## src/rtl/sr_button_conditioner.sv

```systemverilog
// Conditions two bouncy push-buttons into clean, non-overlapping set/reset pulses for a
// downstream SR latch, with conflict detection and a one-deep pending slot per channel.
module sr_button_conditioner #(
  parameter int unsigned DB_CYCLES = 4,
  parameter int unsigned PULSE_LEN = 2
) (
  input  logic clk,
  input  logic rst,
  input  logic s_in,
  input  logic r_in,
  output logic s_out,
  output logic r_out,
  output logic q_model,
  output logic conflict,
  output logic busy
);

  typedef enum logic [1:0] {
    StIdle,
    StPulseS,
    StPulseR,
    StGap
  } state_e;

  localparam logic [7:0] DbLast    = 8'(DB_CYCLES);
  localparam logic [3:0] PulseLast = 4'(PULSE_LEN - 1);

  // Channel 0 is set, channel 1 is reset.
  logic [1:0]      w_raw;
  logic [1:0]      r_sync1;
  logic [1:0]      r_sync2;
  logic [1:0]      r_db;
  logic [1:0]      r_db_prev;
  logic [1:0][7:0] r_cnt;
  logic [1:0]      w_req;
  logic [1:0]      w_any;
  logic [1:0]      r_pend;
  logic [3:0]      r_plen;
  state_e          r_state;

  assign w_raw = {r_in, s_in};
  assign w_req = r_db & ~r_db_prev;
  assign w_any = w_req | r_pend;

  // The level flips on the first differing sample after the run count has reached DB_CYCLES.
  always_ff @(posedge clk or posedge rst) begin
    if (rst) begin
      r_sync1   <= '0;
      r_sync2   <= '0;
      r_db      <= '0;
      r_db_prev <= '0;
      r_cnt     <= '0;
    end else begin
      r_sync1   <= w_raw;
      r_sync2   <= r_sync1;
      r_db_prev <= r_db;
      for (int c = 0; c < 2; c++) begin
        if (r_sync2[c] == r_db[c]) begin
          r_cnt[c] <= '0;
        end else if (r_cnt[c] == DbLast) begin
          r_db[c]  <= ~r_db[c];
          r_cnt[c] <= '0;
        end else begin
          r_cnt[c] <= r_cnt[c] + 8'd1;
        end
      end
    end
  end

  always_ff @(posedge clk or posedge rst) begin
    if (rst) begin
      r_state  <= StIdle;
      r_pend   <= '0;
      r_plen   <= '0;
      s_out    <= 1'b0;
      r_out    <= 1'b0;
      q_model  <= 1'b0;
      conflict <= 1'b0;
      busy     <= 1'b0;
    end else begin
      conflict <= 1'b0;
      unique case (r_state)
        StIdle: begin
          if (w_any[0] && w_any[1]) begin
            conflict <= 1'b1;
            r_pend   <= '0;
          end else if (w_any[0]) begin
            r_state   <= StPulseS;
            s_out     <= 1'b1;
            busy      <= 1'b1;
            r_plen    <= PulseLast;
            r_pend[0] <= 1'b0;
          end else if (w_any[1]) begin
            r_state   <= StPulseR;
            r_out     <= 1'b1;
            busy      <= 1'b1;
            r_plen    <= PulseLast;
            r_pend[1] <= 1'b0;
          end
        end
        StPulseS, StPulseR: begin
          r_pend <= r_pend | w_req;
          if (r_plen == 4'd0) begin
            r_state <= StGap;
            s_out   <= 1'b0;
            r_out   <= 1'b0;
            q_model <= (r_state == StPulseS);
          end else begin
            r_plen <= r_plen - 4'd1;
          end
        end
        StGap: begin
          r_pend  <= r_pend | w_req;
          r_state <= StIdle;
          busy    <= 1'b0;
        end
        default: r_state <= StIdle;
      endcase
    end
  end

endmodule

```

## config.mk

```make
export PLATFORM = sky130hd
export DESIGN_NAME = sr_button_conditioner
export DESIGN_NICKNAME = d
export VERILOG_FILES = /design/src/rtl/sr_button_conditioner.sv
export SDC_FILE = /design/constraint.sdc
export NUM_CORES = 1
export LEC_CHECK = 0
export BUFFER_PORTS_ARGS = -buffer_cell sky130_fd_sc_hd__buf_2
export CORE_AREA = 8 8 88 90
export CTS_CLUSTER_DIAMETER = 80
export DETAILED_ROUTE_END_ITERATION = 8
export DIE_AREA = 0 0 96 98
export PLACE_DENSITY = 0.53
export SETUP_SLACK_MARGIN = 0.15
export SLEW_MARGIN = 20
export SYNTH_ARGS = -nofsm -noshare
export SYNTH_HDL_FRONTEND = slang
export SYNTH_SLANG_ARGS = --single-unit
export TNS_END_PERCENT = 5
```

## constraint.sdc

```tcl
create_clock -name clk -period 4.6 [get_ports clk]
set_input_delay 0 -clock clk [delete_from_list [all_inputs] [get_ports clk]]
set_output_delay 0 -clock clk [all_outputs]
set_load 0.05 [all_outputs]
```

# Word level (Yosys, flattened, before mapping)
# Cells that the tools add are included.
dict set report word_totals {
  regBits 37
}
dict set report classes {
  add_sub_neg 3
  n_eq_ne 17
  muxes 32
  bitwise_logic 7
  n_reduce_logical 16
}
# op n
set op_table {}
lappend op_table {{$mux 8} 4}
lappend op_table {{$add 8x1->8 const B} 2}
lappend op_table {{$eq 8x3->1 const B} 2}
lappend op_table {{$mux 4} 4}
lappend op_table {{$mux 1} 13}
lappend op_table {{$ne 2x2->1 const B} 6}
lappend op_table {{$ne 3x3->1 const B} 4}
lappend op_table {{$mux 2} 5}
lappend op_table {{$pmux 4 s2} 1}
lappend op_table {{$reduce_and 2->1} 4}
lappend op_table {{$reduce_and 4->1} 2}
lappend op_table {{$pmux 1 s2} 3}
lappend op_table {{$pmux 2 s3} 1}
lappend op_table {{$reduce_and 3->1} 2}
lappend op_table {{$reduce_and 5->1} 1}
lappend op_table {{$eq 2x2->1 const B} 2}
lappend op_table {{$logic_not 4->1} 1}
lappend op_table {{$not 1->1} 4}
lappend op_table {{$pmux 2 s2} 1}
lappend op_table {{$reduce_bool 2->1} 2}
lappend op_table {{$sub 4x1->4 const B} 1}
lappend op_table {{$reduce_or 3->1} 1}
lappend op_table {{$and 2x2->2} 1}
lappend op_table {{$eq 1x1->1} 2}
lappend op_table {{6 further kinds} 6}

# Logic depth before layout (Yosys ltp)
# Gate-level depths: netlist (run 1).
dict set report logic_depth {
  depth_word 7
  depth_mapped 6
  depth_no_buf 6
}

# Worst setup path before layout (run 1)
# No wires, ideal clock.
dict set report synth_timing {
  path_kind {reg-to-reg}
  startpoint {register r_cnt[8] (netlist bit)}
  endpoint {register r_db[1]}
  setup_ns 0.125
  arrival_ns 1.558
  slack_ns 2.917
  stages_incl_launch_ff 7
  path_buffers 0
  synth_period_minus_slack_ns 1.683
  cell_sequence {dfrtp_1 > inv_1 > ha_1 > or4b_4 > nor3_4 > nand2_2 > mux2_4}
}
dict set report synth_via {
  elab_chain_cells 2
}
# element line
set synth_rtl {}
lappend synth_rtl {{start, declared} 34} ;# logic [1:0][7:0] r_cnt;
lappend synth_rtl {{start signal, assigned by index} 64} ;# r_cnt[c] <= r_cnt[c] + 8'd1;
lappend synth_rtl {{$eq 8x3->1} 60} ;# end else if (r_cnt[c] == DbLast) begin
lappend synth_rtl {{$reduce_and 2->1 (no source line)} --}
lappend synth_rtl {{end signal, assigned by index} 61} ;# r_db[c] <= ~r_db[c];
lappend synth_rtl {{end, declared} 32} ;# logic [1:0] r_db;
# Every way passes these cells.
# A chain may end at the register's enable or synchronous reset.

# Worst setup path after layout (run 1)
dict set report layout_timing {
  startpoint {register r_db[1]}
  endpoint {register r_plen[0]}
}
dict set report layout_via {
  elab_chain_cells 5
}
# element line
set layout_rtl {}
lappend layout_rtl {{$and 2x2->2 (*)} 42} ;# assign w_req = r_db & ~r_db_prev;
lappend layout_rtl {{$or 2x2->2 (*)} 43} ;# assign w_any = w_req | r_pend;
lappend layout_rtl {{$logic_and 1x1->1} 84} ;# if (w_any[0] && w_any[1]) begin
lappend layout_rtl {{$ne 2x2->1 (no source line)} --}
lappend layout_rtl {{$reduce_and 4->1 (no source line) (*)} --}
lappend layout_rtl {{end signal, assigned} 91} ;# r_plen <= PulseLast;
lappend layout_rtl {{end signal, assigned} 97} ;# r_plen <= PulseLast;
lappend layout_rtl {{end signal, assigned} 109} ;# r_plen <= r_plen - 4'd1;
lappend layout_rtl {{end, declared} 38} ;# logic [3:0] r_plen;
# Every way passes the cells marked *; elsewhere a longest branch is shown, timed or not.

==> impl_metrics.env, run 1 <==
export IMPL_initial_utilization_pct=28.25
export IMPL_routed_wl_um=3313
export IMPL_required_ps=4790
export IMPL_clkPwrFrac_pct=21.3
export IMPL_crit_chain="and2b_1 -> o211ai_1 -> a31oi_1 -> o221a_2"
export IMPL_rsz0062_at_grt="no"
export IMPL_grt_total_usage_pct=7.795
export IMPL_num_vias=1275
export IMPL_io_buffers=8
export IMPL_pwr_share_seq_pct=34.5
export IMPL_relSlewSlack_pct=39.71
export IMPL_synth_seq_cells=37
export IMPL_rows=30
export IMPL_postCtsSetupBuffers=0
export IMPL_p_leak_nw=0.9765
export IMPL_finalSetupViolations=0
export IMPL_place_gp_congestion=0.7657
export IMPL_finClkSkew_ps=8.520
export IMPL_avgSynthCellArea_sq_um=10.48
export IMPL_ys_types=44
export IMPL_drt_iter0_drc=43
export IMPL_cp_max_fo=12
export IMPL_drc=0
export IMPL_first_pass_iters=4
export IMPL_async_flop_share_pct=100.0
export IMPL_power_density_nw_per_um2=666.5
export IMPL_clk_path_buf_depth=2
export IMPL_core_area_sq_um=6494
export IMPL_finalNetCount=201
export IMPL_synthesis_area_sq_um=1834
export IMPL_fin_area_sq_um=2111
export IMPL_path_clk_slew_ps=80
export IMPL_hold_class="reg2reg"
export IMPL_tritoncts="yes"
export IMPL_p_int_mw=0.8393
export IMPL_area_growth_pct=15.07
export IMPL_drive_gt1_share_pct=13.68
export IMPL_antenna_left=0
export IMPL_insertion_delay_ps=290
export IMPL_swShare_pct=40.34
export IMPL_overflow=0
export IMPL_die_h_um=98
export IMPL_cp_end_kind="flip-flop"
export IMPL_grt_pass1_vias=1239
export IMPL_grt_max_degree=38
export IMPL_die_x_um=96
export IMPL_finalMaxSlewViolations=0
export IMPL_cp_start_kind="flip-flop"
export IMPL_syn_num_nets=187
export IMPL_numCtsBuffers=5
export IMPL_fin_setup_tns_ps=0
export IMPL_fin_crit_ps=1911
export IMPL_viasPerCell=4.722
export IMPL_synth_seq_area_share_pct=50.48
export IMPL_cp_num_buf_inv=0
export IMPL_die_area_sq_um=9408
export IMPL_wire_per_inst_um=12.27
export IMPL_place_area_sq_um=1961
export IMPL_vdd_drop_max_v=0.0004237
export IMPL_cp_arrival_ps=2100
export IMPL_max_stage_delay_ps=730
export IMPL_synth_edf_count=0
export IMPL_crit_family="compound AO/OA/AOI/OAI gates"
export IMPL_grt_pass1_wl_um=5727
export IMPL_slowest_stage="o211ai_1"
export IMPL_synth_flop_cell="dfrtp_1"
export IMPL_timing_final_crit_share_pct=41.55
export IMPL_hpwl_um=2155
export IMPL_cts_htree_levels=2
export IMPL_hold_viol_final=0
export IMPL_cts_sinks=37
export IMPL_share_comb_of_total_power_pct=44.3
export IMPL_antenna_found_initial=0
export IMPL_p_sw_mw=0.5675
export IMPL_netlist_top_cell_by_area="dfrtp_1"
export IMPL_crit_type="reg2reg"
export IMPL_cap_violations=0
export IMPL_yosys_warnings=0
export IMPL_io_pins=9
export IMPL_synth_cells=175
export IMPL_synthTopCellsByArea="dfrtp_1, ha_1, nor2_1, xor2_1, inv_1"
export IMPL_cts_root_buf="clkbuf_8"
export IMPL_outcome="finished, final reports clean"
export IMPL_n_antenna_cell=0
export IMPL_synth_top_area_share_pct=50.48
export IMPL_fmax_mhz=523.2
export IMPL_worst_pin_slew_ps=900.4
==> registers in the layout (all words and copies together) (netlist names) <==
signal / count
r_cnt: 16
r_plen: 4
r_db: 2
r_db_prev: 2
r_pend: 2
r_state: 2
r_sync1: 2
r_sync2: 2
busy: 1
conflict: 1
q_model: 1
r_out: 1
s_out: 1
==> cells by family (layout without fill, tap and decap cells) <==
logic type      Yosys count  count (layout)  synth area share, %
buf+inv                  20              35                4.229
compound gates           25              25                10.30
simple gates             68              68                20.67
fa+ha+maj                 8               8                5.457
xor+xnor                 12              12                5.730
flops                    37              37                50.48
mux                       5               5                3.138
==> cell type report <==
type | instances | area, sq um
Clock inverter | 2 | 37.54
Clock buffer | 6 | 82.58
Fill cell | 661 | 4383
Multi-Input combinational cell | 118 | 830.8
Tap cell | 80 | 100.1
Inverter | 15 | 56.30
Sequential cell | 37 | 925.9
Timing Repair Buffer | 12 | 77.57
==> path summary, 6_finish.rpt <==
kind                       slack [ps]    endpoint       start  cells past startpoint
min                               350  r_sync2[0]  r_sync1[0]                      0
max                              2690   r_plen[0]     r_db[1]                      4
min in group asynchronous         360   r_cnt[12]         rst                      4
max reg2reg                      2690   r_plen[0]     r_db[1]                      4
max in group asynchronous        3900     q_model         rst                      4
min reg2reg                       350  r_sync2[0]  r_sync1[0]                      0
==> power by group through the flow <==
stage / Clock (mW) / Sequential, mW / Combinational (mW)
2_1_floorplan: 0 / 0.530 / 0.461
3_3_place_gp: 0 / 0.490 / 0.614
3_5_place_dp: 0 / 0.493 / 0.619
4_1_cts: 0.312 / 0.486 / 0.629
5_1_grt: 0.326 / 0.500 / 0.704
6_report: 0.299 / 0.485 / 0.623
==> per-layer routing <==
metal	share of wire [%]	track usage [%]	routed length, um
met3	3.9	2.609	129
met4	1.8	4.260	61
met5	0	0	0
met2	45	11.48	1480
met1	50	9.654	1640
==> cells in the final DEF, fill, tap and decap left out, types with 2 or more instances in the layout <==
| master | netlist | routed |
|---|---|---|
| clkbuf_8 | 0 | 6 |
| xor2_1 | 8 | 8 |
| o211ai_1 | 3 | 3 |
| a211oi_1 | 3 | 3 |
| dfrtp_1 | 37 | 37 |
| nor2b_1 | 3 | 3 |
| a22o_1 | 3 | 3 |
| nand4_1 | 3 | 3 |
| and3_1 | 7 | 7 |
| or3b_2 | 2 | 2 |
| mux2i_1 | 2 | 2 |
| buf_2 | 2 | 8 |
| nand2_1 | 5 | 5 |
| nand3_1 | 11 | 11 |
| nor2_1 | 20 | 20 |
| dlygate4sd3_1 | 0 | 3 |
| mux2_2 | 2 | 2 |
| a21oi_1 | 3 | 3 |
| nor3_1 | 2 | 2 |
| xnor2_1 | 4 | 4 |
| nand2b_1 | 4 | 4 |
| nor3b_1 | 2 | 2 |
| o21ai_0 | 2 | 2 |
| and2_1 | 2 | 2 |
| ha_1 | 8 | 8 |
| inv_1 | 15 | 15 |
==> cell usage after synthesis (all sizes together) (3+ instances only) <==
cell / count
a211oi: 3
a21oi: 3
a22o: 3
and3: 7
clkbuf: 3
dfrtp: 37
ha: 8
inv: 15
mux2: 3
nand2: 6
nand2b: 4
nand3: 11
nand4: 3
nor2: 20
nor2b: 3
nor3: 3
o211ai: 3
xnor2: 4
xor2: 8
==> per-stage QoR <==
stage               power, mW  utilization, %  hold WS (ps)  worst slack [ps]  cells
finish                  1.407           32.50         350.3              2689    270
global route            1.530           32.50         335.0              2528    270
CTS                     1.427           32.50         331.6              2685    270
detailed placement      1.112           30.19         109.3              2700    259
global placement        1.105           30.19         107.6              2729    259
floorplan              0.9915               -         31.43              2917    175
==> repair_timing <==
| action | in CTS | in global routing |
|---|---|---|
| hold buffers | 3 | 0 |
| endpoints found under the hold margin | 39 | 0 |
| gates resized for setup | 0 | 0 |
No activity file was read; power rests on OpenSTA's default activity.
==> inputs of run 2 (changes only) <==
- PLACE_DENSITY: 0.53 -> 0.54
- clock period: 4.6 -> 1.5 ns (I/O delays scaled with it)
==> impl_metrics.env, run 2 (synthesis results as in run 1) <==
export IMPL_path_clk_slew_ps=70
export IMPL_cp_arrival_ps=1860
export IMPL_use_met3_pct=2.456
export IMPL_fin_setup_tns_ps=-1055
export IMPL_violations="setup timing"
export IMPL_largest_reg_flops=16
export IMPL_rows=30
export IMPL_layout_commonest_cell="dfrtp_1"
export IMPL_outcome="finished, violations left"
export IMPL_final_cell_mix="dfrtp_1, buf_4, nor2_1"
export IMPL_antenna_found_initial=0
export IMPL_cap_violations=0
export IMPL_numCtsBuffers=5
export IMPL_overflow=0
export IMPL_place_gp_congestion=0.7682
export IMPL_worst_slack_ps=-186.5
export IMPL_gr_usage_met1_pct=10.09
export IMPL_r2r_cells=6
export IMPL_cp_start_kind="flip-flop"
export IMPL_grt_max_degree=38
export IMPL_grt_util_met2_pct=13.69
export IMPL_worst_pin_slew_ps=478.3
export IMPL_rsz0062_at_grt="yes"
export IMPL_relSlewSlack_pct=68.11
export IMPL_wire_per_inst_um=11.96
export IMPL_hold_end="r_sync2[0]"
export IMPL_routed_wl_um=3541
export IMPL_top_regs="r_cnt: 16 flops, r_plen: 4 flops"
export IMPL_crit_type="reg2reg"
export IMPL_drt_iter0_drc=53
export IMPL_antenna_left=0
export IMPL_top_register="r_cnt"
export IMPL_p_leak_nw=1.128
export IMPL_tritoncts="yes"
export IMPL_power_density_nw_per_um2=2065
export IMPL_r2r_start="r_cnt[8]"
export IMPL_finalNetCount=227
export IMPL_required_ps=1670
export IMPL_finClkSkew_ps=7.501
export IMPL_cp_end_kind="flip-flop"
export IMPL_worstHoldStart="r_sync1[0]"
export IMPL_first_pass_iters=4
export IMPL_n_antenna_cell=0
export IMPL_clk_path_buf_depth=2
export IMPL_finalMaxSlewViolations=0
export IMPL_cts_htree_levels=2
export IMPL_num_vias=1362
export IMPL_fmax_mhz=593.0
export IMPL_cts_root_buf="clkbuf_8"
export IMPL_rrSetupSlack_ps=-190
export IMPL_vdd_drop_max_v=0.0007790
export IMPL_r2r_end="r_db[1]"
export IMPL_die_h_um=98
export IMPL_cts_sinks=37
export IMPL_initial_utilization_pct=28.25
export IMPL_timing_final_crit_share_pct=112.4
export IMPL_drive_gt1_share_pct=32.87
export IMPL_grt_busiest_layer="met2"
export IMPL_fin_crit_ps=1686
export IMPL_grt_pass1_wl_um=6396
export IMPL_die_x_um=96
export IMPL_insertion_delay_ps=280
export IMPL_holdPathStages=0
export IMPL_hold_slack_ps=349.6
export IMPL_hold_class="reg2reg"
export IMPL_viasPerCell=4.601
export IMPL_finalSetupViolations=11
export IMPL_cp_max_fo=3
export IMPL_postCtsSetupBuffers=0
export IMPL_die_area_sq_um=9408
export IMPL_core_area_sq_um=6494
export IMPL_grt_pass1_vias=1439
export IMPL_io_buffers=8
export IMPL_area_growth_pct=31.04
export IMPL_final_util_pct=37.01
export IMPL_drc=0
export IMPL_hold_viol_final=0
export IMPL_hpwl_um=2428
export IMPL_io_pins=9
export IMPL_grt_total_usage_pct=8.395
## run 2: cell types whose count changed in the layout (fill, tap and decap cells not counted), sizes merged
cell / delta
buf: +26
bufinv: -1
clkinv: +1
clkinvlp: -1
clkbuf: +1
## run 2: worst max-delay path by stage
stage             start       to
6_report       r_cnt[8]  r_db[1]
5_1_grt        r_cnt[8]  r_db[1]
4_1_cts        r_cnt[8]  r_db[1]
3_5_place_dp   r_cnt[9]  r_db[1]
3_3_place_gp   r_cnt[8]  r_db[1]
2_1_floorplan  r_cnt[8]  r_db[1]
## run 2: area by class of cell
| type | count | area (sq um) |
|---|---|---|
| Fill cell | 652 | 4090 |
| Multi-Input combinational cell | 118 | 939.7 |
| Sequential cell | 37 | 925.9 |
| Timing Repair Buffer | 38 | 280.3 |
| Tap cell | 80 | 100.1 |
| Clock buffer | 7 | 96.34 |
| Inverter | 15 | 56.30 |
| Clock inverter | 1 | 5.005 |
## run 2: timing repair
item,CTS,global route
resized for setup,14,11
endpoints found under the setup margin,26,23
cloned,0,0
pin swaps,11,7
hold buffers,3,0
hold endpoints to repair,39,0
## run 2: power breakdown
group          internal (mW)  switching, mW
clock                  0.415          0.345
sequential              1.27          0.166
combinational           1.35           1.42
## run 2: routing by layer
layer | wire length [um] | vias to the layer above
met4 | 44 | 0
met1 | 1647 | 658
met2 | 1734 | 11
met3 | 115 | 6
li1 | - | 687
met5 | 0 | -
## run 2: through the flow
stage,setup slack (ps),total power [mW],cells,area [sq um]
final,-186.5,4.962,296,2404
after global routing,-241.8,5.358,296,2404
after CTS,-190.7,4.901,296,2360
after detailed placement,-178.9,3.847,285,2156
after global placement,-160.6,3.831,285,2156
after floorplan,-182.9,3.040,175,1834
## run 2: critical path, cell delays in order (launching register included)
cell     delay [ps]
dfrtp_1         380
inv_1            60
ha_1            130
or4b_4          470
nor3_4          170
nand2_2          80
mux2_4          290
==> inputs of run 3 (changes only) <==
- GPL_ROUTABILITY_DRIVEN: not set -> 0
- PLACE_DENSITY: 0.54 -> 0.47
==> impl_metrics.env, run 3 (synthesis results as in run 1) <==
export IMPL_fmax_mhz=597.7
export IMPL_insertion_delay_ps=290
export IMPL_multi_input_area_sq_um=928.4
export IMPL_grt_total_usage_pct=8.576
export IMPL_fill_cells=658
export IMPL_finClkSkew_ps=6.761
export IMPL_cp_num_buf_inv=1
export IMPL_finalNetCount=232
export IMPL_drc=0
export IMPL_relSlewSlack_pct=67.63
export IMPL_grt_util_met2_pct=12.90
export IMPL_cap_violations=0
export IMPL_tritoncts="yes"
export IMPL_grt_busiest_layer="met2"
export IMPL_worst_slack_ps=-173.0
export IMPL_grt_pass1_vias=1392
export IMPL_antenna_left=0
export IMPL_fin_area_sq_um=2470
export IMPL_initial_utilization_pct=28.25
export IMPL_overflow=0
export IMPL_use_met3_pct=2.533
export IMPL_final_cell_mix="dfrtp_1, buf_4, nor2_1"
export IMPL_hold_class="in2reg"
export IMPL_grt_pass1_wl_um=6403
export IMPL_top_register="r_cnt"
export IMPL_top_regs="r_cnt: 16 flops, r_plen: 4 flops"
export IMPL_regArea_sq_um=925.9
export IMPL_hold_viol_final=0
export IMPL_drt_iter0_drc=30
export IMPL_required_ps=1680
export IMPL_max_stage_delay_ps=470
export IMPL_die_h_um=98
export IMPL_timing_final_crit_share_pct=111.5
export IMPL_die_area_sq_um=9408
export IMPL_clk_path_buf_depth=2
export IMPL_first_pass_iters=4
export IMPL_p_leak_nw=1.164
export IMPL_finalSetupViolations=7
export IMPL_grt_max_degree=38
export IMPL_cts_root_buf="clkbuf_8"
export IMPL_place_area_sq_um=2193
export IMPL_num_vias=1366
export IMPL_cts_htree_levels=2
export IMPL_outcome="finished, violations left"
export IMPL_path_clk_slew_ps=80
export IMPL_drive_gt1_share_pct=33.94
export IMPL_crit_family="simple AND/OR/NAND/NOR gates"
export IMPL_power_density_nw_per_um2=2179
export IMPL_gr_usage_met1_pct=10.90
export IMPL_cp_start_kind="flip-flop"
export IMPL_crit_type="reg2reg"
export IMPL_finalMaxSlewViolations=0
export IMPL_hold_slack_ps=342.1
export IMPL_largest_reg_flops=16
export IMPL_vdd_drop_max_v=0.001101
export IMPL_rows=30
export IMPL_fin_crit_ps=1673
export IMPL_cts_sinks=37
export IMPL_slowest_stage="or4b_4"
export IMPL_violations="setup timing"
export IMPL_area_growth_pct=34.65
export IMPL_n_antenna_cell=0
export IMPL_die_x_um=96
export IMPL_core_area_sq_um=6494
export IMPL_antenna_found_initial=0
export IMPL_io_pins=9
export IMPL_rsz0062_at_grt="yes"
export IMPL_cp_end_kind="flip-flop"
export IMPL_routed_wl_um=3642
export IMPL_numCtsBuffers=5
export IMPL_io_buffers=8
export IMPL_preCtsSetupSlack_ps=-171.1
export IMPL_viasPerCell=4.538
export IMPL_hpwl_um=2490
export IMPL_layout_commonest_cell="dfrtp_1"
export IMPL_wire_per_inst_um=12.10
export IMPL_worst_pin_slew_ps=485.5
export IMPL_cp_arrival_ps=1850
export IMPL_final_util_pct=38.03
export IMPL_cp_max_fo=3
export IMPL_crit_chain="inv_1 -> ha_1 -> or4b_4 -> nor3_4 -> nand2_2 -> mux2_4"
## run 3: layout make-up
type	instances	share of cell area [%]
inverter	15	2.280
clock inverter	3	2.634
sequential	37	37.49
clock buffer	5	2.786
multi-input combinational	118	37.59
tap	80	4.053
timing repair buffer	43	13.17
## run 3: timing repair
item | 4_1_cts | 5_1_grt
pin swaps | 12 | 7
gates resized for setup | 14 | 14
endpoints found under the setup margin | 25 | 19
endpoints found under the hold margin | 39 | 0
setup buffers | 0 | 0
hold buffers | 3 | 0
## run 3: worst paths after layout
path | startpoint | endpoint | slack (ps) | cells after the start
min reg2reg | r_sync1[1] | r_sync2[1] | 350 | 0
max reg2reg | r_cnt[8] | r_db[1] | -170 | 6
min in group asynchronous | rst | r_sync1[1] | 360 | 4
min | s_in | r_sync1[0] | 340 | 2
max in group asynchronous | rst | r_db_prev[1] | 800 | 4
max | r_cnt[8] | r_db[1] | -170 | 6
## run 3: metal layers
layer	vias up	wire length, um
met2	16	1689
li1	695	-
met1	647	1772
met4	0	70
met5	-	0
met3	8	111
## run 3: worst register-to-register path: cells and delay by family, from the launching register on
| kind | cells | cell delay, ps |
|---|---|---|
| multiplexers | 1 | 290 |
| buffers and inverters | 1 | 60 |
| flip-flops | 1 | 380 |
| adder cells (fa/ha/maj) | 1 | 120 |
| AND/OR/NAND/NOR | 3 | 710 |
## run 3: through the flow
stage / std cells / TNS [ps] / power [mW]
final: 301 / -705.7 / 5.383
after floorplan: 175 / -594.1 / 3.040
after detailed placement: 290 / -1217 / 3.999
after global placement: 290 / -1049 / 3.993
after global routing: 301 / -1522 / 5.804
after CTS: 301 / -1116 / 5.304
## run 3: where the power goes
group / switching [mW] / internal [mW]
Sequential: 0.154 / 1.27
Clock: 0.383 / 0.661
Combinational: 1.45 / 1.47
